File: src/rtl/booth_multiplier_n.sv
// Sequential radix-2 Booth multiplier: IDLE/RUN/DONE FSM, one Booth step per clock, WIDTH+1 steps.
// Define BOOTH_SIGNED_MODE_EN to honour signed_mode; otherwise operands are always two's complement.
module booth_multiplier_n #(
  parameter int WIDTH = 8
) (
  input  logic                 clk,
  input  logic                 rst,
  input  logic                 en,
  input  logic [WIDTH-1:0]     A,
  input  logic [WIDTH-1:0]     B,
  input  logic                 signed_mode,
  output logic [2*WIDTH-1:0]   Output,
  output logic                 ready
);

  localparam int XW = WIDTH + 1;
  localparam int CW = $clog2(WIDTH + 2);

  typedef enum logic [1:0] {IDLE, RUN, DONE} state_t;

  state_t              state_q, state_d;
  logic [XW-1:0]       mcand_q, mcand_d;
  logic [XW-1:0]       acc_q, acc_d;
  logic [XW-1:0]       mq_q, mq_d;
  logic                qm1_q, qm1_d;
  logic [CW-1:0]       cnt_q, cnt_d;
  logic [2*WIDTH-1:0]  out_q, out_d;
  logic                ready_q, ready_d;

  logic                sm_eff;
  logic [XW-1:0]       a_ext, b_ext;
  logic [XW-1:0]       acc_sum;
  logic [XW-1:0]       acc_sh, mq_sh;
  logic                qm1_sh;

`ifdef BOOTH_SIGNED_MODE_EN
  assign sm_eff = signed_mode;
`else
  assign sm_eff = signed_mode | 1'b1;
`endif

  always_comb begin
    a_ext = {sm_eff & A[WIDTH-1], A};
    b_ext = {sm_eff & B[WIDTH-1], B};

    // One Booth step: add/subtract per (q0, q-1), then arithmetic shift of {acc, q, q-1}
    case ({mq_q[0], qm1_q})
      2'b01:   acc_sum = acc_q + mcand_q;
      2'b10:   acc_sum = acc_q - mcand_q;
      default: acc_sum = acc_q;
    endcase
    {acc_sh, mq_sh, qm1_sh} = {acc_sum[XW-1], acc_sum, mq_q};

    state_d = state_q;
    mcand_d = mcand_q;
    acc_d   = acc_q;
    mq_d    = mq_q;
    qm1_d   = qm1_q;
    cnt_d   = cnt_q;
    out_d   = out_q;
    ready_d = ready_q;

    case (state_q)
      IDLE: begin
        if (en) begin
          mcand_d = a_ext;
          mq_d    = b_ext;
          acc_d   = '0;
          qm1_d   = 1'b0;
          cnt_d   = '0;
          state_d = RUN;
        end
      end
      RUN: begin
        acc_d = acc_sh;
        mq_d  = mq_sh;
        qm1_d = qm1_sh;
        cnt_d = cnt_q + CW'(1);
        if (cnt_q == CW'(WIDTH)) begin
          out_d   = {acc_sh[WIDTH-2:0], mq_sh};
          ready_d = 1'b1;
          state_d = DONE;
        end
      end
      DONE: begin
        if (!en) begin
          ready_d = 1'b0;
          state_d = IDLE;
        end
      end
      default: begin
        ready_d = 1'b0;
        state_d = IDLE;
      end
    endcase
  end

  always_ff @(posedge clk) begin
    if (rst) begin
      state_q <= IDLE;
      mcand_q <= '0;
      acc_q   <= '0;
      mq_q    <= '0;
      qm1_q   <= 1'b0;
      cnt_q   <= '0;
      out_q   <= '0;
      ready_q <= 1'b0;
    end else begin
      state_q <= state_d;
      mcand_q <= mcand_d;
      acc_q   <= acc_d;
      mq_q    <= mq_d;
      qm1_q   <= qm1_d;
      cnt_q   <= cnt_d;
      out_q   <= out_d;
      ready_q <= ready_d;
    end
  end

  assign Output = out_q;
  assign ready  = ready_q;

endmodule

File: config.mk
export PLATFORM = sky130hd
export DESIGN_NAME = booth_multiplier_n
export DESIGN_NICKNAME = d
export VERILOG_FILES = /design/src/rtl/booth_multiplier_n.sv
export SDC_FILE = /design/constraint.sdc
export NUM_CORES = 1
export LEC_CHECK = 0
export ABC_AREA = 1
export CAP_MARGIN = 20
export CORE_UTILIZATION = 46
export DETAILED_ROUTE_END_ITERATION = 10
export PLACE_DENSITY = 0.69
export SETUP_SLACK_MARGIN = 0.1
export SLEW_MARGIN = 0
export SYNTH_ARGS = -nofsm -noshare
export SYNTH_HDL_FRONTEND = slang
export SYNTH_SLANG_ARGS = --single-unit
File: constraint.sdc
create_clock -name clk -period 3.9 [get_ports clk]
set_input_delay 0.78 -clock clk [delete_from_list [all_inputs] [get_ports clk]]
set_output_delay 0.78 -clock clk [all_outputs]
set_load 0.01 [all_outputs]
==> results by group, run 1 <==
Yosys
  • Syn Std Cell Area: 0.002624 mm^2
  • Synth warnings: 0
  • Syn avg cell area: 6.887 um^2
  • Mapped Nets: 414
  • Post-synth top area cell: dfxtp_1
  • Flops & latches, synth: 49
  • Area share of the largest cell type after synthesis: 37.39%
  • Post-synth EDFFs: 0
  • Syn Inst Count: 381
  • Synth area leaders: dfxtp_1 37%, nand2_1 15%, a21oi_1 7.2%
  • Async S/R FF share, synth: 0%
  • Synth top cells by count: 102 x nand2_1, 49 x dfxtp_1, 48 x inv_1
  • Register area share after synthesis: 37.39%
  • Post-synth top flop: dfxtp_1
  • Cell variety after synth: 30
  • Count leader, synth: nand2_1

Placement
  • RD Place Congestion: 0.8263
  • # port buffers: 35
  • DP Wirelength: 3.989 mm

Layout
  • Area grow syn2layout: 17.07%
  • # nets final: 441
  • Share of layout cells above drive strength 1: 5.392%
  • Fillers: 556
  • Multi-input logic area: 0.001351 mm^2
  • Antenna fix cells: 0
  • Reg area: 980.9 um^2

Timing
  • Hold Slack: 0.4650 ns
  • RSZ-0062 raised after global routing: false
  • Total negative slack: 0 ns
  • Peak Freq: 402.6 MHz
  • Final Skew: 0.008219 ns
  • Final setup violation count: 0
  • Slew HR: 60.75%
  • Worst Max-Slew Pin Slew: 0.5881 ns
  • Final Hold Fails: 0
  • Final Critical Period: 2.484 ns
  • Slew Viols, Final: 0
  • Final Cycle Share: 63.68%

Clock network
  • CTS root buf: clkbuf_8
  • Postcts setup bufs: 0
  • Hold_buf cts: 0
  • Clock transition at the registers of the reported paths: 0.09 ns
  • CTS H-tree depth: 2
  • CTS tree: yes
  • CTS buffer count: 5
  • Worst skew pair latency: 0.31 ns
  • # resized after CTS: 0
  • Max Root-Sink Buffers: 2
  • Clk sinks: 49

GRT
  • First-pass GRT wire length: 9.321 mm
  • Largest net degree at the start of global routing: 31
  • GRT overflow: 0
  • Antenna violations before repair: 0
  • Vias in the first global route: 2061
  • GRT Util Overall: 19.65%

Floorplan
  • I/O Pins: 37
  • DIE HEIGHT: 77.53 um
  • Starting density of the core: 47.65%
  • Die W: 77.53 um
  • Die ar.: 0.006010 mm^2
  • Core area: 0.005507 mm^2
  • Row Count: 27

Run
  • Max-Cap Viols: 0

Min path
  • Hold worst-path end: Output[4]$_SDFFE_PP0P_
  • WHS Path Cells: 2
  • Type of the worst min-delay path: flop to flop
  • Min-delay src: Output[4]$_SDFFE_PP0P_

Setup path
  • Worst EP required: 4.11 ns
  • Crit end category: flop
  • Reg2reg end: Output[15]$_SDFFE_PP0P_
  • WS Path Type: flop to flop
  • Crit path DAT: 2.70 ns
  • Flop-to-flop setup slack: 1.42 ns
  • CP startpoint kind: flop
  • Critical R2R Launch: mcand_q[0]$_SDFFE_PP0P_
  • Crit Path Max Fanout: 5
  • FF-to-FF path depth: 19

Route
  • DRT Pass-1 Iters: 7
  • Drt total wl: 5.608 mm
  • Iteration-0 DRC count of the detailed router: 140
  • Via count: 2393
  • Routed WL per cell: 11.68 um
  • DRT antenna net count: 0
  • DRC violations left: 2
  • Avg Vias per Cell: 4.985

Status
  • Status: finished, violations left
  • Failing checks: DRC

Pwr
  • Leak: 1.308 nW
  • Maximum VDD drop: 0.2032 mV
  • Pwr dens: 382.4 mW/mm^2
-- layout make-up --
| type | count | share of cell area, % |
|---|---|---|
| Sequential cell | 49 | 31.93 |
| Multi-Input combinational cell | 263 | 43.99 |
| Clock buffer | 6 | 2.688 |
| Tap cell | 72 | 2.933 |
| Inverter | 53 | 6.558 |
| Clock inverter | 1 | 0.2444 |
| Timing Repair Buffer | 36 | 11.65 |
-- worst max-delay path, stage by stage, from the launching register on --
cell and delay, ns:
dfxtp_1 0.33, inv_1 0.10, ha_1 0.15, inv_1 0.05
nor2_1 0.15, inv_1 0.08, o21ai_0 0.19, xnor2_1 0.14
inv_1 0.07, ha_1 0.33, nand2_1 0.08, nand2_1 0.06
a21oi_1 0.17, nand2_1 0.07, nand2_1 0.05, nand3_1 0.09
nand2_1 0.11, nand2_1 0.06, nand2_1 0.08, inv_1 0.03
-- registers in the layout (all words and copies together), names as in the netlist --
signal   flops
mcand_q      8
acc_q        8
state_q      2
qm1_q        1
Output      16
cnt_q        4
mq_q         9
ready        1
-- worst max path at each step --
stage | slack [ns] | from | end
finish | 1.42 | mcand_q[0]$_SDFFE_PP0P_ | Output[15]$_SDFFE_PP0P_
global route | 1.15 | mcand_q[0]$_SDFFE_PP0P_ | Output[14]$_SDFFE_PP0P_
CTS | 1.40 | mcand_q[0]$_SDFFE_PP0P_ | Output[15]$_SDFFE_PP0P_
detailed placement | 1.42 | en | mq_q[4]$_SDFFE_PP0P_
global placement | 1.44 | mcand_q[0]$_SDFFE_PP0P_ | Output[15]$_SDFFE_PP0P_
floorplan | 1.69 | qm1_q$_SDFFE_PP0P_ | Output[15]$_SDFFE_PP0P_
-- cell families after synthesis --
family,count (synthesis),synth area share [%]
and+or+nand+nor,164,26.61
AOI/OAI and AO/OA,80,16.40
buffers and inverters,69,11.11
DFF,49,37.39
adders and majority gates,13,6.485
xor gates and xnor gates,6,2.003
-- through the flow --
stage / instance area, um^2 / utilization, % / power (W) / std cells / setup slack (ns)
6_report: 3072 / 55.78 / 0.001175 / 480 / 1.416
5_1_grt: 3072 / 55.78 / 0.001250 / 480 / 1.152
3_3_place_gp: 2982 / 54.15 / 0.0008652 / 473 / 1.441
2_1_floorplan: 2624 / - / 0.0007992 / 381 / 1.691
4_1_cts: 3072 / 55.78 / 0.001178 / 480 / 1.402
3_5_place_dp: 2982 / 54.15 / 0.0008735 / 473 / 1.417
-- placed cells by master, fill, tap and decap left out, types with 2 or more instances in the layout --
| cell type | n |
|---|---|
| nand4_1 | 2 |
| a31oi_1 | 8 |
| or2_2 | 3 |
| inv_2 | 4 |
| inv_1 | 48 |
| xnor2_1 | 3 |
| nand3_1 | 21 |
| nor3_1 | 3 |
| nor2_4 | 3 |
| xor2_1 | 3 |
| o21ai_0 | 27 |
| dfxtp_1 | 49 |
| o21ai_1 | 2 |
| nor2_1 | 28 |
| a21oi_1 | 38 |
| nand2_1 | 102 |
| clkdlybuf4s50_1 | 35 |
| ha_1 | 12 |
| clkbuf_8 | 6 |
-- per-layer routing --
metal | GRT usage, % | vias up | share of wire (%)
met4 | 4.528 | 0 | 0.82
met5 | 0 | - | 0
met3 | 4.941 | 4 | 5.0
li1 | - | 1267 | -
met1 | 26.86 | 1079 | 48
met2 | 30.97 | 43 | 46
-- power by group --
part	switching, W	total (W)	internal, W
combinational	0.000196	0.000317	0.000121
clock	0.000172	0.000313	0.000140
sequential	0.0000203	0.000545	0.000525
total	0.000388	0.00117	0.000787
Power figures use the tool's default switching activity.
==> inputs of run 2 (changes only) <==
==> constraint.sdc (replaced) <==
create_clock -name clk -period 2.5 [get_ports clk]
set_input_delay 0.5 -clock clk [delete_from_list [all_inputs] [get_ports clk]]
set_output_delay 0.5 -clock clk [all_outputs]
set_load 0.01 [all_outputs]
==> run 2 against run 1 <==
Compared with the run above:
- the run still ends with DRC left
- first-iteration DRC count fell by 27%
- non-clock buffer count rose by 5
- sequential share of layout area fell by 1.6 points
- combinational power rose by 78%
- flip-flop and latch count did not move
- critical path type unchanged
- largest cell class unchanged
==> results by group, run 2 (synthesis gave the netlist of run 1 again) <==
Route
  • Via count: 2384 (-0.38%)
  • DRT Pass-1 Iters: 7 (unchanged)
  • DRC violations left: 2 (unchanged)
  • Drt total wl: 5.590 mm (-0.32%)
  • Routed WL per cell: 11.50 um (-1.6%)
  • Iteration-0 DRC count of the detailed router: 102 (-27%)
  • DRT antenna net count: 0 (unchanged)
  • Avg Vias per Cell: 4.905 (-1.6%)

Placement
  • RD Place Congestion: 0.7924 (-4.1%)
  • Placed inst area: 0.003019 mm^2 (+1.3%)
  • # port buffers: 35 (unchanged)
  • DP Wirelength: 4.054 mm (+1.6%)

Setup path
  • Crit path DAT: 2.44 ns (-0.26 ns)
  • Flop-to-flop setup slack: 0.27 ns (-1.15 ns)
  • Crit Path Max Fanout: 5 (unchanged)
  • WS Path Type: flop to flop
  • Worst EP required: 2.71 ns (-1.40 ns)
  • CP startpoint kind: flop
  • Crit end category: flop

Timing
  • Total negative slack: 0 ns (unchanged)
  • Slew HR: 63.48% (+2.7 points)
  • Final Skew: 0.003201 ns (-0.005019 ns)
  • Slew Viols, Final: 0 (unchanged)
  • Final Hold Fails: 0 (unchanged)
  • Worst Max-Slew Pin Slew: 0.5472 ns (-0.04094 ns)
  • Final setup violation count: 0 (unchanged)
  • RSZ-0062 raised after global routing: false
  • Final Cycle Share: 89.29% (+26 points)
  • Peak Freq: 448.0 MHz (+11%)
  • Final Critical Period: 2.232 ns (-0.2514 ns)

GRT
  • First-pass GRT wire length: 9.356 mm (+0.38%)
  • Grt peak-use layer: met2
  • GRT Util Overall: 19.74% (+0.085 points)
  • GRT overflow: 0 (unchanged)
  • GR Util met1: 25.51% (-1.3 points)
  • M3 GR Usage: 4.353% (-0.59 points)
  • GR Layer Usage met2: 32.30% (+1.3 points)
  • Vias in the first global route: 2082 (+1.0%)
  • Antenna violations before repair: 0 (unchanged)
  • Largest net degree at the start of global routing: 30 (-3.2%)

Layout
  • Final instance area: 0.003248 mm^2 (+5.7%)
  • Max reg flops: 16 (unchanged)
  • Antenna fix cells: 0 (unchanged)
  • # nets final: 446 (+1.1%)
  • Commonest non-fill, non-tap cell in the layout: nand2_1
  • Share of layout cells above drive strength 1: 11.84% (+6.4 points)
  • Fillers: 545 (-2.0%)
  • Finished Core Util: 58.99% (+3.2 points)
  • Area grow syn2layout: 23.80%
  • Commonest cells after routing, fill and taps aside: 101 x nand2_1, 46 x dfxtp_1, 45 x inv_1, 36 x a21oi_1, 35 x clkdlybuf4s50_1

Floorplan
  • Row Count: 27 (unchanged)
  • I/O Pins: 37 (unchanged)
  • Die W: 77.53 um (unchanged)
  • Core area: 0.005507 mm^2 (unchanged)
  • DIE HEIGHT: 77.53 um (unchanged)
  • Die ar.: 0.006010 mm^2 (unchanged)
  • Starting density of the core: 47.65% (unchanged)

Run
  • Max-Cap Viols: 0 (unchanged)

Clock network
  • Clk sinks: 49 (unchanged)
  • Hold_buf cts: 0 (unchanged)
  • CTS H-tree depth: 2 (unchanged)
  • Max Root-Sink Buffers: 2 (unchanged)
  • Clock transition at the registers of the reported paths: 0.09 ns (about the same)
  • Postcts setup bufs: 0 (unchanged)
  • CTS root buf: clkbuf_8
  • Worst skew pair latency: 0.30 ns (about the same)
  • CTS tree: yes
  • CTS buffer count: 5 (unchanged)

Pwr
  • Leak: 1.351 nW (+3.3%)
  • Maximum VDD drop: 0.3928 mV (+93%)
  • Pwr dens: 618.3 mW/mm^2 (+62%)

Status
  • Failing checks: DRC
  • Status: finished, violations left

Min path
  • Type of the worst min-delay path: flop to flop
run 2: changes by cell type in the layout (fill, tap and decap cells not counted), sizes merged:
cell and delta:
buf +5, bufinv +1, clkbuf +1, clkinvlp -1
run 2: report_power, final:
part | switching, W | internal, W | total, W
Sequential | 0.0000352 | 0.000820 | 0.000855
Combinational | 0.000330 | 0.000235 | 0.000565
Clock | 0.000262 | 0.000326 | 0.000589
Total | 0.000627 | 0.00138 | 0.00201
run 2: worst paths after layout:
check,startpoint,to,cells after the start
min,Output[4]$_SDFFE_PP0P_,Output[4]$_SDFFE_PP0P_,2
max,mcand_q[0]$_SDFFE_PP0P_,Output[15]$_SDFFE_PP0P_,19
min reg2reg,Output[4]$_SDFFE_PP0P_,Output[4]$_SDFFE_PP0P_,2
max reg2reg,mcand_q[0]$_SDFFE_PP0P_,Output[15]$_SDFFE_PP0P_,19
run 2: per-layer routing:
metal / share of wire, % / up-vias
met2: 46 / 33
met4: 1.4 / 0
li1: - / 1280
met1: 49 / 1060
met5: 0 / -
met3: 3.1 / 11
run 2: worst max-delay path, cell delays in order, from the launching register on:
cell     delay [ns]
dfxtp_2        0.34
inv_2          0.06
ha_1           0.14
inv_1          0.07
nor2_4         0.13
inv_2          0.05
o21ai_2        0.12
xnor2_1        0.13
inv_1          0.11
ha_4           0.24
nand2_1        0.06
nand2_1        0.07
a21oi_2        0.16
nand2_1        0.06
nand2_1        0.05
nand3_1        0.09
nand2_1        0.11
nand2_1        0.05
nand2_1        0.06
inv_1          0.03
run 2: cell type report:
class | instances | area [um^2] | share of cell area [%]
Tap cell | 72 | 90.09 | 2.773
Clock inverter | 1 | 30.03 | 0.9245
Inverter | 53 | 201.4 | 6.202
Multi-Input combinational cell | 263 | 1460 | 44.95
Clock buffer | 7 | 86.33 | 2.658
Timing Repair Buffer | 41 | 395.4 | 12.17
Sequential cell | 49 | 984.7 | 30.32
run 2: stage by stage:
stage / total power, W / hold slack [ns] / instances / worst slack, ns
after floorplan: 0.001247 / 0.4390 / 381 / 0.2908
after global placement: 0.001356 / 0.4502 / 478 / 0.09491
after detailed placement: 0.001367 / 0.4553 / 478 / 0.06817
after CTS: 0.001952 / 0.4689 / 486 / 0.1112
after global routing: 0.002131 / 0.4916 / 486 / 0.05582
final: 0.002008 / 0.4655 / 486 / 0.2678
run 2: timing repair:
| item | 4_1_cts | 5_1_grt |
|---|---|---|
| gates cloned | 0 | 0 |
| pin swaps | 0 | 4 |
| resized for setup | 2 | 25 |
| endpoints found under the setup margin | 2 | 9 |
